$ cat config.mk
export PLATFORM = sky130hd
export DESIGN_NAME = mode_sequencer
export DESIGN_NICKNAME = d
export VERILOG_FILES = /design/src/rtl/mode_seq_pkg.sv /design/src/rtl/rise_edge.sv /design/src/rtl/mode_sequencer.sv
export SDC_FILE = /design/constraint.sdc
export NUM_CORES = 1
export LEC_CHECK = 0
export ABC_AREA = 1
export ABC_CLOCK_PERIOD_IN_PS = 1550
export CAP_MARGIN = 20
export CORE_UTILIZATION = 25
export DETAILED_ROUTE_END_ITERATION = 12
export SYNTH_ARGS = -nofsm -noshare
export SYNTH_HDL_FRONTEND = slang
export SYNTH_SLANG_ARGS = --single-unit
$ cat constraint.sdc
create_clock -name clk -period 1.55 [get_ports clk]
set_clock_uncertainty 0.05 [all_clocks]
set_input_delay 0.155 -clock clk [delete_from_list [all_inputs] [get_ports clk]]
set_output_delay 0.155 -clock clk [all_outputs]
set_load 0.005 [all_outputs]
$ cat src/rtl/mode_seq_pkg.sv
// mode_seq_pkg: shared state encoding, guard counter width and one-hot helper
package mode_seq_pkg;
    typedef enum logic [1:0] {RUN, GUARD, ENTER} state_t;
    localparam int GUARD_W = 8;
    function automatic logic [15:0] onehot(input logic [3:0] idx);
        return 16'(1) << idx;
    endfunction
endpackage

$ cat src/rtl/rise_edge.sv
// rise_edge: registered rising-edge detector whose history resets high
module rise_edge (
    input  logic clk,
    input  logic rst_n,
    input  logic d,
    output logic rise
);
    logic prev;
    always_ff @(posedge clk) prev <= !rst_n ? 1'b1 : d;
    assign rise = d & ~prev;
endmodule

$ cat src/rtl/mode_sequencer.sv
// mode_sequencer: guarded one-hot mode switcher; MODE_SEQ_LOCK_EN adds a lock input
module mode_sequencer import mode_seq_pkg::*; #(
    parameter  int NUM_MODES    = 3,
    parameter  int GUARD_CYCLES = 2,
    parameter  int RESET_MODE   = 0,
    localparam int SEL_W        = (NUM_MODES > 2) ? $clog2(NUM_MODES) : 1
) (
    input  logic                 clk,
    input  logic                 rst_n,
`ifdef MODE_SEQ_LOCK_EN
    input  logic                 lock,
`endif
    input  logic                 adv_btn,
    input  logic                 sel_load,
    input  logic [SEL_W-1:0]     sel_in,
    output logic [NUM_MODES-1:0] mode_en,
    output logic [SEL_W-1:0]     mode_idx,
    output logic [NUM_MODES-1:0] mode_rst,
    output logic                 switching
);
    state_t               state, state_d;
    logic [GUARD_W-1:0]   cnt, cnt_d;
    logic [SEL_W-1:0]     target, target_d, mode_idx_d, adv_tgt;
    logic [NUM_MODES-1:0] mode_oh, mode_en_d, mode_rst_d;
    logic                 switching_d, adv_edge, sel_ok, req, locked;
`ifdef MODE_SEQ_LOCK_EN
    assign locked = lock;
`else
    assign locked = 1'b0;
`endif
    rise_edge u_adv (.clk(clk), .rst_n(rst_n), .d(adv_btn), .rise(adv_edge));
    assign adv_tgt = (mode_idx == SEL_W'(NUM_MODES - 1)) ? '0 : mode_idx + SEL_W'(1);
    assign sel_ok  = sel_load && (32'(sel_in) < NUM_MODES) && (sel_in != mode_idx);
    assign req     = (sel_ok || adv_edge) && !locked;
    always_comb begin
        state_d  = state;
        cnt_d    = cnt;
        target_d = target;
        if (state == RUN && req) begin
            state_d  = GUARD;
            cnt_d    = GUARD_W'(GUARD_CYCLES - 1);
            target_d = sel_ok ? sel_in : adv_tgt;
        end else if (state == GUARD) begin
            state_d = (cnt == '0) ? ENTER : GUARD;
            cnt_d   = (cnt == '0) ? '0 : cnt - GUARD_W'(1);
        end else if (state == ENTER) begin
            state_d = RUN;
        end
    end
    always_comb begin
        mode_idx_d  = (state_d == ENTER) ? target_d : mode_idx;
        mode_oh     = NUM_MODES'(onehot(4'(mode_idx_d)));
        mode_en_d   = (state_d == GUARD) ? '0 : mode_oh;
        mode_rst_d  = (state_d == ENTER) ? mode_oh : '0;
        switching_d = state_d != RUN;
    end
    always_ff @(posedge clk) begin
        if (!rst_n) begin
            state     <= RUN;
            cnt       <= '0;
            target    <= SEL_W'(RESET_MODE);
            mode_idx  <= SEL_W'(RESET_MODE);
            mode_en   <= NUM_MODES'(1) << RESET_MODE;
            mode_rst  <= '0;
            switching <= 1'b0;
        end else begin
            state     <= state_d;
            cnt       <= cnt_d;
            target    <= target_d;
            mode_idx  <= mode_idx_d;
            mode_en   <= mode_en_d;
            mode_rst  <= mode_rst_d;
            switching <= switching_d;
        end
    end
endmodule

==> key figures, run 1 <==
Status
  • Outcome: finished, final reports clean

Yosys
  • Synth cell count leaders: 29 x nand2_1, 22 x dfxtp_1, 20 x nor2_1, 13 x inv_1, 9 x inv_2
  • Post-synthesis cell type count: 25
  • Multiplexer area fraction after synthesis: 0
  • Synth Flop Type: dfxtp_1
  • Post-Synth Adder-Cell Area: 0.0118
  • Ys async rst share: 0
  • Ranking of synthesized cells by area: dfxtp_1 42%, nand2_1 10%, nor2_1 7.1%
  • Post-synthesis sequential area ratio: 0.417
  • Yosys warns: 0
  • Largest family of logic cells by synthesized area: simple AND/OR/NAND/NOR gates
  • Synth Area in Compound Gates: 0.0675
  • Register bit count reported by yosys: 22
  • Most common cell in the netlist: nand2_1
  • Synth Net Count: 144
  • Cell Area, Synth: 1060 sq um
  • Post-synth EDFFs: 0
  • Simple-gate area share of the yosys netlist: 0.376
  • Area fraction of the dominant cell type after synthesis: 0.417
  • Post-Synth XOR/XNOR Area: 0.0498
  • Synth area leader: dfxtp_1
  • Avg Inst Size Synth: 7.71 sq um
  • Syn Inst Count: 137

CTS
  • TritonCTS buffer count: 3
  • Worst-Skew Late Latency: 260 ps
  • CTS tree: done
  • Hold buffers post-CTS: 0
  • Clock tree buffer depth: 2
  • # clock sinks: 22
  • Worst-path clk slew: 80 ps
  • Root Driver: clkbuf_8
  • H-tree Lvls: 1

Cells and area
  • Antenna diode count: 0
  • Fill count: 422
  • Final instance area: 1490 sq um
  • Area grow syn2layout: 41.2%
  • Final core utilization: 0.370
  • Share of cells above drive strength 1: 0.349
  • Net count reported at finish: 177

Setup path
  • Crit-path cells: inv_2 -> ha_4 -> nand2_4 -> nor3_4 -> inv_2 -> nor2_8 -> buf_4 -> buf_4 -> nand2_1 -> nor2_1
  • CP Data Arrival Time: 1700 ps
  • CP bufs+invs: 4
  • Crit-path max cell delay: 330 ps
  • Startpoint types: flip-flop
  • CP Capture Type: flip-flop
  • Cell at the slowest stage of the critical path: dfxtp_2
  • Crit path kind: reg -> reg
  • CP top delay family: simple AND/OR/NAND/NOR gates
  • Required @ worst endpoint: 1710 ps
  • Maximum fanout along the worst path: 4

Floorplanning
  • DIE AREA: 4490 sq um
  • Initial Util: 0.262
  • Chip Height: 67.0 um
  • # IOs: 15
  • Die X: 67.0 um
  • FP Rows: 23
  • Core area: 4030 sq um

Placed design
  • Post-DP HPWL: 1.59 mm
  • DP Area: 1360 sq um
  • RePlAce Congestion: 0.802
  • Port bufs: 14

Pwr
  • Pwr Total: 2.30 mW
  • Switching share of power: 0.346
  • Clock group share of total power: 0.236
  • Leak: 0.677 nW
  • Sw power: 0.795 mW
  • Pwr dens: 1540 nW/um^2
  • Worst vdd ir: 0.658 mV
  • Cell Int Power: 1.50 mW
  • Comb power frac: 0.450
  • Sequential Power Share: 0.313

STA
  • Slew Limit Headroom: 0.795
  • RSZ-0062 raised after global routing: true
  • Finish-stage setup viols: 0
  • Worst Tran Pin Value: 305 ps
  • Tcrit/Tclk final: 0.992
  • Final setup TNS: 0 ps
  • Min cycle time layout: 1540 ps
  • Max Slew Vio Count: 0
  • Fmax: 650 MHz
  • Final hold vios: 0
  • Hold WS: 379 ps

Job
  • Maxcap violations: 0

Global routing
  • GRT Residual Overflow: 0
  • Initial antenna violation count: 0
  • GRT Util Overall: 0.106
  • Pin count of the biggest net entering global routing: 14
  • Number of global-route vias before repair: 886
  • First-pass GRT wire length: 3.59 mm

Routing
  • Initial DRC Count: 31
  • Via count: 902
  • Vias per Instance: 4.12
  • Overall routed net length: 2.03 mm
  • Drt wl/cell: 9.28 um
  • Pre-antenna DRT Iters: 4
  • DRC viols: 0
  • Antenna-violating nets left: 0

Hold path
  • Hold crit path type: in -> reg
-- worst register-to-register path, stage by stage (launching register included) --
cell     delay (ps)
dfxtp_2         330
inv_2            70
ha_4            150
nand2_4          60
nor3_4          180
inv_2           100
nor2_8          160
buf_4           130
buf_4            90
nand2_1          80
nor2_1          110
-- power groups by stage --
stage	combinational, mW	sequential (mW)	clock (mW)
5_1_grt	1.16	0.733	0.582
6_report	1.03	0.719	0.543
3_5_place_dp	0.923	0.730	0
3_3_place_gp	0.921	0.729	0
4_1_cts	0.928	0.717	0.570
2_1_floorplan	0.583	0.732	0
-- cells in the final DEF, fill, tap and decap left out, drive strengths merged --
master and instances:
a21boi 1, a21oi 5, and2 1, buf 14
bufinv 1, clkbuf 3, clkdlybuf4s50 14, dfxtp 22
ha 1, inv 22, nand2 40, nand3 6
nor2 23, nor3 4, nor4 1, o21ai 2
o22ai 1, or2 2, xnor2 1, xor2 5
-- per-layer routing --
layer	wire, um	vias to the layer above	GRT usage
met4	26	0	0.0319
met5	0	-	0
li1	-	480	-
met1	945	410	0.118
met3	66	4	0.0308
met2	994	8	0.191
-- cells by family after synthesis --
kind of cell,count (synthesis)
buffers and inverters,22
flip-flops,22
AND/OR/NAND/NOR,77
adder cells (fa/ha/maj),1
XOR/XNOR,6
AO/OA/AOI/OAI,9
-- path summary, 6_finish.rpt --
| kind | startpoint | endpoint | slack, ps | depth (start not counted) |
|---|---|---|---|---|
| worst min register to register | target[0] | target[0] | 450 | 2 |
| worst max register to register | cnt[1] | mode_rst[1] | 10 | 10 |
| worst max-delay path | cnt[1] | mode_rst[1] | 10 | 10 |
| worst min-delay path | adv_btn | u_adv.prev | 380 | 3 |
-- sequential cells by signal (all words and copies together), names as in the netlist --
signal,cells
target,2
switching,1
u_adv.prev,1
state,2
mode_rst,3
cnt,8
mode_idx,2
mode_en,3
-- per-stage QoR --
| step | cells | setup slack (ps) |
|---|---|---|
| after floorplan | 137 | 116 |
| after global placement | 214 | -214 |
| after detailed placement | 214 | -243 |
| after CTS | 218 | 1.59 |
| after global routing | 219 | -91.1 |
| final | 219 | 11.9 |
-- final cells by class --
class	instances	area (sq um)	area share
clock inverter	1	30.0	0.0201
timing repair buffer	28	245	0.164
inverter	22	85.1	0.0570
multi-input combinational	93	584	0.392
tap	50	62.6	0.0419
clock buffer	3	41.3	0.0277
sequential	22	443	0.297
-- repair_timing --
item                       CTS  global route
resized for setup            0            19
setup endpoints to repair    0            17
buffers inserted             0             1
(Power assumes the default switching activity.)
==> run 2, diff against run 1 <==
--- a/config.mk
+++ b/config.mk
@@ -6,7 +6,7 @@
 export NUM_CORES = 1
 export LEC_CHECK = 0
 export ABC_AREA = 1
-export ABC_CLOCK_PERIOD_IN_PS = 1550
+export ABC_CLOCK_PERIOD_IN_PS = 1400
 export CAP_MARGIN = 20
 export CORE_UTILIZATION = 25
 export DETAILED_ROUTE_END_ITERATION = 12
==> constraint.sdc (replaced) <==
create_clock -name clk -period 1.4 [get_ports clk]
set_clock_uncertainty 0.05 [all_clocks]
set_input_delay 0.14 -clock clk [delete_from_list [all_inputs] [get_ports clk]]
set_output_delay 0.14 -clock clk [all_outputs]
set_load 0.005 [all_outputs]
==> key figures, run 2 (synthesis results as in run 1) <==
Global routing
  • First-pass GRT wire length: 3.62 mm (+0.95%)
  • GRT Util Overall: 0.109 (+0.00265)
  • Pin count of the biggest net entering global routing: 14 (unchanged)
  • GRT Residual Overflow: 0 (unchanged)
  • Initial antenna violation count: 0 (unchanged)
  • Number of global-route vias before repair: 888 (+0.23%)

Placed design
  • RePlAce Congestion: 0.799 (-0.27%)
  • DP Area: 1480 sq um (+8.9%)
  • Port bufs: 14 (unchanged)
  • Post-DP HPWL: 1.60 mm (+1.1%)
  • Inst Count DP: 226 (+5.6%)

Routing
  • Vias per Instance: 4.03 (-2.2%)
  • DRC viols: 0 (unchanged)
  • Overall routed net length: 2.11 mm (+3.6%)
  • Via count: 943 (+4.5%)
  • Antenna-violating nets left: 0 (unchanged)
  • Initial DRC Count: 18 (-42%)
  • Drt wl/cell: 9.00 um (-3.0%)
  • Pre-antenna DRT Iters: 4 (unchanged)

Pwr
  • Worst vdd ir: 0.872 mV (+33%)
  • Leak: 0.767 nW (+13%)
  • Pwr dens: 1620 nW/um^2 (+5.6%)

Cells and area
  • Antenna diode count: 0 (unchanged)
  • Largest reg by FF count: cnt
  • Share of cells above drive strength 1: 0.435 (+0.0857)
  • Final instance area: 1640 sq um (+10%)
  • Most frequent cells in the layout: 28 x buf_4, 25 x nand2_1, 19 x dfxtp_1
  • Area grow syn2layout: 55.6%
  • Max reg flops: 8 (unchanged)
  • Top flop regs: cnt x8, mode_en x3, mode_rst x3
  • Fill count: 423 (+0.24%)
  • Commonest non-fill, non-tap cell in the layout: buf_4
  • Multi-input logic area: 621 sq um (+6.2%)
  • Net count reported at finish: 192 (+8.5%)
  • Cell Count, Final, Fillers Out: 234 (+6.8%)
  • Storage cell area: 444 sq um (+0.28%)

CTS
  • Worst-Skew Late Latency: 260 ps (about the same)
  • Clock tree buffer depth: 2 (unchanged)
  • # clock sinks: 22 (unchanged)
  • Hold buffers post-CTS: 0 (unchanged)
  • TritonCTS buffer count: 3 (unchanged)
  • Root Driver: clkbuf_8
  • H-tree Lvls: 1 (unchanged)
  • CTS tree: done
  • Worst-path clk slew: 80 ps (about the same)

Setup path
  • Crit-path max cell delay: 330 ps (about the same)
  • Cell at the slowest stage of the critical path: dfxtp_2
  • CP Data Arrival Time: 1570 ps (-130 ps)
  • Most used cell along the critical path: inv_2
  • Required @ worst endpoint: 1520 ps (-190 ps)
  • Startpoint types: flip-flop
  • CP top delay family: simple AND/OR/NAND/NOR gates
  • Crit path kind: reg -> reg
  • CP bufs+invs: 3 (-1)
  • Maximum fanout along the worst path: 5 (+1)
  • Crit-path cells: inv_2 -> ha_4 -> nand2_4 -> nor3_4 -> inv_2 -> nor2_8 -> nand3_2 -> nand2_4 -> inv_2 -> nand2_2 -> nor2_1
  • CP Capture Type: flip-flop

STA
  • Finish-stage setup viols: 12 (+12)
  • Worst Tran Pin Value: 254 ps (-51.3 ps)
  • Fmax: 688 MHz (+5.8%)
  • Fin worst setup slack: -54.1 ps (-66.0 ps)
  • Max Slew Vio Count: 0 (unchanged)
  • Min cycle time layout: 1450 ps (-84.0 ps)
  • Final hold vios: 0 (unchanged)
  • Tcrit/Tclk final: 1.04 (+0.0463)
  • Slew Limit Headroom: 0.831 (+0.0357)
  • RSZ-0062 raised after global routing: true

Status
  • Failing checks: negative setup slack
  • Outcome: finished, violations left

Floorplanning
  • # IOs: 15 (unchanged)
  • FP Rows: 23 (unchanged)
  • Core area: 4030 sq um (unchanged)
  • DIE AREA: 4490 sq um (unchanged)
  • Die X: 67.0 um (unchanged)
  • Chip Height: 67.0 um (unchanged)
  • Initial Util: 0.262 (unchanged)

Hold path
  • Hold crit path type: reg -> reg

Job
  • Maxcap violations: 0 (unchanged)
## run 2: changes by cell type in the layout (fill, tap and decap cells not counted), sizes merged
| cell | change |
|---|---|
| buf | +15 |
| dlygate4sd2 | +4 |
| clkdlybuf4s50 | -4 |
## run 2: metrics by stage
| step | util | worst slack, ps | setup TNS [ps] | hold WS, ps | total power, mW |
|---|---|---|---|---|---|
| after CTS | 0.387 | -53.7 | -241 | 458 | 2.58 |
| after floorplan | - | -25.5 | -117 | 159 | 1.51 |
| after global placement | 0.366 | -378 | -5970 | 450 | 1.95 |
| after detailed placement | 0.366 | -376 | -6150 | 445 | 1.95 |
| after global routing | 0.408 | -159 | -1800 | 490 | 2.87 |
| final | 0.408 | -54.1 | -392 | 458 | 2.67 |
## run 2: tightest hold or removal path: stages (launching register included)
cell and delay (ps):
dfxtp_1 310, nand2_1 90, a21oi_1 70
## run 2: report_power, final
part	leakage, nW	total (mW)	internal (mW)	switching (mW)
Clock	0.0357	0.596	0.382	0.214
Sequential	0.181	0.792	0.738	0.0534
Combinational	0.551	1.28	0.623	0.658
Total	0.767	2.67	1.74	0.925
## run 2: path summary, 6_finish.rpt
path,start,endpoint,slack [ps],depth (start not counted)
max reg2reg,cnt[1],mode_en[1],-50,11
min,target[0],target[0],460,2
max,cnt[1],mode_en[1],-50,11
min reg2reg,target[0],target[0],460,2
## run 2: timing repair
action / 4_1_cts / 5_1_grt
resized for setup: 11 / 15
endpoints found under the setup margin: 19 / 18
buffers inserted: 1 / 3
pin swaps: 6 / 4
## run 2: layer usage
metal  track usage  vias up  wire [um]
met2         0.186       13       1060
met3        0.0360        2         86
met5             0        -          0
li1              -      514          -
met1         0.127      414        941
met4        0.0319        0         19
## run 2: area by class of cell
type | count | area share
Clock buffer | 3 | 0.0251
Clock inverter | 1 | 0.0183
Inverter | 22 | 0.0533
Multi-Input combinational cell | 93 | 0.378
Sequential cell | 22 | 0.270
Tap cell | 50 | 0.0381
Timing Repair Buffer | 43 | 0.217
==> run 3, diff against run 2 <==
--- a/config.mk
+++ b/config.mk
@@ -7,9 +7,10 @@
 export LEC_CHECK = 0
 export ABC_AREA = 1
 export ABC_CLOCK_PERIOD_IN_PS = 1400
-export CAP_MARGIN = 20
+export CAP_MARGIN = 25
 export CORE_UTILIZATION = 25
 export DETAILED_ROUTE_END_ITERATION = 12
+export DONT_BUFFER_PORTS = 1
 export SYNTH_ARGS = -nofsm -noshare
 export SYNTH_HDL_FRONTEND = slang
 export SYNTH_SLANG_ARGS = --single-unit
==> key figures, run 3 (synthesis results as in run 1) <==
CTS
  • H-tree Lvls: 1 (unchanged)
  • CTS tree: done
  • TritonCTS buffer count: 3 (unchanged)
  • Root Driver: clkbuf_8
  • Hold buffers post-CTS: 2 (+2)
  • Clock tree buffer depth: 2 (unchanged)
  • Worst-Skew Late Latency: 260 ps (about the same)
  • Worst-path clk slew: 80 ps (about the same)
  • # clock sinks: 22 (unchanged)

Job
  • Maxcap violations: 0 (unchanged)

STA
  • Fmax: 686 MHz (-0.26%)
  • Max Slew Vio Count: 0 (unchanged)
  • Fin worst setup slack: -57.9 ps (-3.86 ps)
  • Tcrit/Tclk final: 1.04 (+0.00276)
  • Finish-stage setup viols: 13 (+1)
  • Min cycle time layout: 1460 ps (+3.86 ps)
  • Slew Limit Headroom: 0.833 (+0.00239)
  • Hold WS: -26.4 ps (-484 ps)
  • RSZ-0062 raised after global routing: true
  • Worst Tran Pin Value: 249 ps (-5.18 ps)
  • Final hold vios: 3 (+3)

Setup path
  • Register-to-Register Path Depth: 12 (+1)
  • Maximum fanout along the worst path: 5 (unchanged)
  • Reg2reg start: cnt[1]
  • CP Capture Type: flip-flop
  • Startpoint types: flip-flop
  • R2R Setup Slk: -60 ps (about the same)
  • Crit path kind: reg -> reg
  • FF-to-FF End: mode_en[1]
  • CP Data Arrival Time: 1610 ps (+40 ps)
  • Required @ worst endpoint: 1550 ps (+30 ps)

Routing
  • Initial DRC Count: 22 (+4)
  • Via count: 893 (-5.3%)
  • Pre-antenna DRT Iters: 3 (-1)
  • DRC viols: 0 (unchanged)
  • Vias per Instance: 4.10 (+1.6%)
  • Antenna-violating nets left: 0 (unchanged)
  • Overall routed net length: 2.12 mm (+0.62%)
  • Drt wl/cell: 9.72 um (+8.0%)

Cells and area
  • Max reg flops: 8 (unchanged)
  • Cell Count, Final, Fillers Out: 218 (-6.8%)
  • Largest reg by FF count: cnt
  • Commonest non-fill, non-tap cell in the layout: buf_4
  • Area grow syn2layout: 43.7%
  • Final instance area: 1520 sq um (-7.6%)
  • Share of cells above drive strength 1: 0.488 (+0.0533)
  • Antenna diode count: 0 (unchanged)
  • Net count reported at finish: 176 (-8.3%)
  • Top flop regs: cnt x8, mode_en x3, mode_rst x3
  • Most frequent cells in the layout: 23 x buf_4, 20 x nand2_1, 18 x dfxtp_1

Global routing
  • Initial antenna violation count: 0 (unchanged)
  • Pin count of the biggest net entering global routing: 14 (unchanged)
  • GRT Residual Overflow: 0 (unchanged)
  • First-pass GRT wire length: 3.67 mm (+1.3%)
  • Number of global-route vias before repair: 901 (+1.5%)
  • GRT Util Overall: 0.109 (+0.000279)

Floorplanning
  • Initial Util: 0.262 (unchanged)
  • DIE AREA: 4490 sq um (unchanged)
  • FP Rows: 23 (unchanged)
  • Chip Height: 67.0 um (unchanged)
  • Core area: 4030 sq um (unchanged)
  • # IOs: 15 (unchanged)
  • Die X: 67.0 um (unchanged)

Hold path
  • Worst hold stages: 2 (unchanged)
  • WHS Endpoint: mode_rst[2]
  • Min-Delay Startpoint: rst_n
  • Hold crit path type: in -> reg

Pwr
  • Pwr dens: 1700 nW/um^2 (+4.4%)
  • Leak: 0.708 nW (-7.7%)
  • Worst vdd ir: 0.952 mV (+9.1%)

Status
  • Failing checks: negative hold slack, negative setup slack
  • Outcome: finished, violations left

Placed design
  • Port bufs: 0 (-14)
  • DP Area: 1310 sq um (-12%)
  • RePlAce Congestion: 0.781 (-2.3%)
  • Inst Count DP: 208 (-8.0%)
  • Post-DP HPWL: 1.59 mm (-0.63%)
==> run 3: report_power, final <==
group	switching (mW)	internal (mW)	total [mW]	leakage (nW)
Sequential	0.0682	0.742	0.810	0.182
Clock	0.206	0.382	0.587	0.0357
Combinational	0.638	0.540	1.18	0.491
==> run 3: worst max-delay path by stage <==
stage	from	slack [ps]	end	cells past startpoint
2_1_floorplan	cnt[1]	-30	mode_rst[1]	11
4_1_cts	cnt[1]	-50	mode_rst[1]	12
5_1_grt	cnt[1]	-130	mode_rst[2]	12
6_report	cnt[1]	-60	mode_en[1]	12
3_3_place_gp	cnt[1]	-90	mode_en[1]	12
3_5_place_dp	cnt[1]	-130	mode_en[1]	12
==> run 3: final cells by class <==
type / instances / area (sq um)
clock buffers: 3 / 41.3
fillers: 424 / 2510
flip-flops and latches: 22 / 448
clock inverters: 1 / 30.0
multi-input cells: 93 / 636
inverters: 22 / 85.1
repair buffers: 27 / 215
well taps: 50 / 62.6
==> run 3: metrics by stage <==
step | total power, mW | setup TNS, ps | utilization | setup WS (ps) | hold slack (ps)
after floorplan | 1.51 | -117 | - | -25.5 | 159
after global placement | 1.81 | -803 | 0.324 | -90.8 | 162
after detailed placement | 1.81 | -1160 | 0.324 | -126 | 166
after CTS | 2.42 | -412 | 0.348 | -54.7 | 8.68
after global routing | 2.76 | -1610 | 0.377 | -131 | -23.8
final | 2.57 | -343 | 0.377 | -57.9 | -26.4
==> run 3: timing repair <==
| item | CTS | global route |
|---|---|---|
| setup endpoints to repair | 15 | 17 |
| resized for setup | 2 | 28 |
| buffers inserted | 0 | 4 |
| pin swaps | 6 | 5 |
| hold endpoints to repair | 5 | 3 |
==> run 3: per-layer routing <==
metal  vias up  GRT usage  wire (um)
li1        476          -          -
met1       404      0.127        907
met2         9      0.187       1110
met3         4     0.0360         79
met4         0     0.0319         27
met5         -          0          0
==> run 3: worst max-delay path: stages, from the launching register on <==
cell     delay [ps]
dfxtp_2         330
inv_2            70
ha_4            150
nand2_4          50
nor3_4          130
inv_2            90
nor2_8          130
inv_4            60
nand2_2          80
nand2_4          70
inv_2            50
nand2_2          50
nor2_2           90
==> RTL change 1, RTL diff (flow settings as in run 3) <==
Register the output `mode_en` once more, with the module's reset; this adds one clock of latency there. The other outputs are not delayed to match.
--- a/src/rtl/mode_sequencer.sv
+++ b/src/rtl/mode_sequencer.sv
@@ -20,2 +20,4 @@
 );
+
+    logic [NUM_MODES-1:0] mode_en_s0;
     state_t               state, state_d;
@@ -62,3 +64,3 @@
             mode_idx  <= SEL_W'(RESET_MODE);
-            mode_en   <= NUM_MODES'(1) << RESET_MODE;
+            mode_en_s0 <= NUM_MODES'(1) << RESET_MODE;
             mode_rst  <= '0;
@@ -70,3 +72,3 @@
             mode_idx  <= mode_idx_d;
-            mode_en   <= mode_en_d;
+            mode_en_s0 <= mode_en_d;
             mode_rst  <= mode_rst_d;
@@ -75,2 +77,10 @@
     end
+    always_ff @(posedge clk) begin
+        if (!rst_n) begin
+            mode_en <= '0;
+        end else begin
+            mode_en <= mode_en_s0;
+        end
+    end
+
 endmodule
Formal check against the unedited RTL: not equivalent (a bounded check fails within 4 cycles, from zero or initial values and one cycle with rst_n low).
==> RTL change 1 against run 3 <==
The flow finishes with violations (negative setup slack). Sequential cell count grew 3. Routed wire length rose by 4.3%. Worst setup slack better by 33 ps. Global-route usage fell by 0.47 points. Total power down 13%. Design area fell by 1.5%. Area after synthesis rose by 2.1%. Highest routed layer unchanged.
==> RTL change 1: results (changes against run 3) <==
metric;value;unit;change
setup_ws;-24.79;ps;+33.14 ps
finalSetupViolCount;5;;-8
synth_area_leaders;dfxtp_1 (46%), nand2_1 (9.7%), nor2_1 (8.7%), inv_1 (5.2%), nand2_2 (4.6%);;
failed_checks;negative setup slack;;
first_pass_iters;4;;+1
wl_met1;986;um;+8.7%
place.gp.congestion;0.7636;;-2.2%
vias;910;;+1.9%
use_met3;0.02872;;-0.007243
grt_pass1_vias;880;;-2.3%
holdPathEnd;cnt[4];;
wl_met3;69;um;-13%
reg2reg_setup_slack;-20;ps;+30 ps
hpwlAfterDp;1533;um;-3.8%
met1_usage;0.1098;;-0.01716
wl_met2;1103;um;-0.18%
yosys-top-cells-count;nand2_1 (28), dfxtp_1 (25), nor2_1 (25);;
syn_nets;148;;+2.8%
drt_wl_total;2212;um;+4.3%
p_seq;876;uW;+8.1%
tns;-110.0;ps;+232.6 ps
synthAdderAreaFrac;0.01160;;-0.0002474
synth_compound_area_frac;0.04872;;-0.01881
grt_use_total;0.1042;;-0.004664
drtIter0Drc;47;;+110%
gr-usage-met2;0.1819;;-0.004938
finalHoldWorstSlack;9.783;ps;+36.19 ps
status;finished, violations left;;
fillCellCount;395;;-6.8%
slew_headroom;0.7338;;-0.09924
[RTL change 1: changes by cell type after synthesis, moves of 2 or more]
| cell | change |
|---|---|
| o21ai_0 | -2 |
| xor2_1 | -2 |
| inv_1 | +2 |
| o21ai_1 | +3 |
| nor2_1 | +5 |
| nor3_1 | -2 |
| nand2_4 | -2 |
| dfxtp_1 | +3 |
| xnor2_1 | +2 |
| nand3_1 | +2 |
| inv_2 | -2 |
[RTL change 1: final cells by class]
class,instances,area share
inverters,22,0.05858
repair buffers,24,0.1289
flip-flops and latches,25,0.3381
well taps,50,0.04184
multi-input cells,93,0.4025
clock buffers,4,0.03013
[RTL change 1: timing repair]
action	in CTS	in global routing
gates resized for setup	13	24
hold buffers	2	0
endpoints found under the hold margin	8	0
buffers inserted	2	2
pin swaps	8	15
endpoints found under the setup margin	15	18
[RTL change 1: worst max path at each step]
stage	to	slack, ps	depth (start not counted)
4_1_cts	mode_en_s0[2]	-20	13
3_3_place_gp	mode_en_s0[1]	-30	12
2_1_floorplan	mode_en_s0[0]	4	11
5_1_grt	mode_en_s0[2]	-110	12
3_5_place_dp	mode_en_s0[1]	-90	12
6_report	mode_en_s0[1]	-20	11
[RTL change 1: through the flow]
stage | worst slack [ps] | cells | utilization | total power (uW) | area [um2]
floorplan | 3.537 | 141 | - | 1374 | 1079
detailed placement | -89.00 | 208 | 0.3136 | 1600 | 1272
finish | -24.79 | 218 | 0.3685 | 2242 | 1495
CTS | -20.25 | 216 | 0.3432 | 2116 | 1393
global route | -114.3 | 218 | 0.3685 | 2394 | 1495
global placement | -34.88 | 208 | 0.3136 | 1593 | 1272
[RTL change 1: worst max-delay path: cells and delay by family, from the launching register on]
family        cells  cell delay (ps)
simple gates      7              620
buf+inv           3              180
flops             1              330
fa+ha+maj         1              150
==> RTL change 2, RTL diff (settings of run 3) <==
Made on the original files. Build with the macro `MODE_SEQ_LOCK_EN` defined.
--- a/src/rtl/mode_sequencer.sv
+++ b/src/rtl/mode_sequencer.sv
@@ -1,2 +1,4 @@
 // mode_sequencer: guarded one-hot mode switcher; MODE_SEQ_LOCK_EN adds a lock input
+`define MODE_SEQ_LOCK_EN
+
 module mode_sequencer import mode_seq_pkg::*; #(
Interface: changed (added lock); port bits go from 15 to 16. No check against the original RTL was run, so the function may have changed too.
==> RTL change 2 against run 3 <==
Worst setup slack improved by 43 ps. Routed wire length grew 7.1%. Critical endpoint is now mode_rst[1]. Maximum frequency is 3.0% higher. The run ends with negative setup slack left. Sequential cell count is the same. Synthesized cell count increased by 2.2%. Area after synthesis rose by 0.95%. Critical path depth decreased by 2. First-iteration DRC count fell by 18%. Design area is 0.91% lower. Highest routed layer unchanged.
Power is not compared: it rests on default switching activity, and its combinational part moved more than twofold at a synthesized area within 25%.
==> RTL change 2: results (changes against run 3) <==
metric;value;unit;change
drt_wl_total;2271;um;+7.1%
antenna_found_initial;0;;unchanged
slew_headroom;0.8270;;-0.006046
synthAdderAreaFrac;0.02347;;+0.01163
syn_nets;149;;+3.5%
muxShareOfSynthArea;0;;unchanged
wl_met1;972;um;+7.2%
synth_area_leaders;dfxtp_1 (41%), nor2_1 (8.8%), nand2_1 (8.5%), inv_1 (5.3%), nand2_2 (5.3%);;
arrival;1540;ps;-70 ps
hpwlAfterDp;1635;um;+2.6%
cts_buffers;3;;unchanged
intPower;1268;uW;
vias;910;;+1.9%
drtIter0Drc;18;;-18%
grt_pass1_vias;920;;+2.1%
grt_first_pass_wirelength;3884;um;+5.8%
synth_compound_area_frac;0.07864;;+0.01110
place.gp.congestion;0.7384;;-5.4%
wl_met3;77;um;-2.5%
setup_ws;-15.25;ps;+42.68 ps
fmax;0.7066;GHz;+3.0%
crit_path_max_fanout;4;;-1
tns;-32.29;ps;+310.3 ps
wl_met2;1195;um;+8.1%
first_pass_iters;2;;-1
top_layer;met4;;
ys_types;24;;-4.0%
synth_ff_type;dfxtp_1;;
synth_xor_area_frac;0.03286;;-0.01690
worstSkewPairLatency;270;ps;
ys_seq_area_frac;0.4131;;-0.003916
power_leakage;0.0006534;uW;
status;finished, violations left;;
grt_use_total;0.1144;;+0.005517
failed_checks;negative setup slack;;
synthArstFlopShare;0;;unchanged
fillCellCount;422;;-0.47%
cts-root-buf;clkbuf_8;;
finalSetupViolCount;3;;-10
reg.largest.list;cnt x8, mode_en x3, mode_rst x3;;
yosys-top-cells-count;nor2_1 (25), nand2_1 (24), dfxtp_1 (22);;
ys_warn_count;0;;unchanged
drive_gt1_frac;0.4699;;-0.01822
max_stage_delay;340;ps;
clkSlewWorstSetupHoldPaths;90;ps;
RTL change 2: final timing paths:
| kind | start | depth (start not counted) | to | slack [ps] |
|---|---|---|---|---|
| hold reg to reg | cnt[5] | 2 | cnt[5] | 460 |
| setup / recovery | cnt[5] | 10 | mode_rst[1] | -20 |
| hold / removal | rst_n | 2 | mode_rst[1] | 10 |
| setup reg to reg | cnt[5] | 10 | mode_rst[1] | -20 |
RTL change 2: kinds of logic (layout without fill, tap and decap cells):
group	Yosys count	after routing
compound gates	13	13
simple gates	78	78
fa+ha+maj	2	2
flops	22	22
xor+xnor	4	4
buf+inv	21	47
RTL change 2: power by group through the flow:
stage	Combinational [uW]	Sequential [uW]	Clock [uW]
after floorplan	280	718	0
after global placement	392	716	0
after detailed placement	393	717	0
after CTS	415	708	619
after global routing	549	718	649
final	491	710	604
RTL change 2: timing repair:
action / 4_1_cts / 5_1_grt
hold buffers: 2 / 1
hold endpoints to repair: 3 / 6
endpoints found under the setup margin: 14 / 17
pin swaps: 6 / 13
resized for setup: 14 / 26
setup buffers: 0 / 3
RTL change 2: layer usage:
metal,track usage,vias to the layer above
li1,-,481
met1,0.1260,418
met2,0.2113,8
met3,0.03209,3
met4,0.03191,0
met5,0,-
RTL change 2: layout make-up:
type / instances / share of cell area
tap: 50 / 0.04160
clock buffer: 3 / 0.02745
sequential: 22 / 0.2995
timing repair buffer: 22 / 0.1148
inverter: 21 / 0.05408
clock inverter: 1 / 0.01997
multi-input combinational: 97 / 0.4426
RTL change 2: worst reg2reg max path: stages, from the launching register on:
cell	delay [ps]
dfxtp_2	340
nor2_4	130
nand2_2	90
nor2_4	190
nand3_4	120
inv_4	100
nand3_4	80
nand2_4	80
inv_2	40
nand2_2	70
nor2_2	30
RTL change 2: through the flow:
stage | util | power, uW | setup WS (ps) | instances | cell area (um2)
4_1_cts | 0.3395 | 1743 | -1.055 | 212 | 1378
6_report | 0.3706 | 1806 | -15.25 | 216 | 1504
3_3_place_gp | 0.3077 | 1108 | -28.20 | 206 | 1249
3_5_place_dp | 0.3077 | 1109 | -32.51 | 206 | 1249
2_1_floorplan | - | 997.7 | 59.17 | 140 | 1066
5_1_grt | 0.3706 | 1916 | -125.0 | 216 | 1504
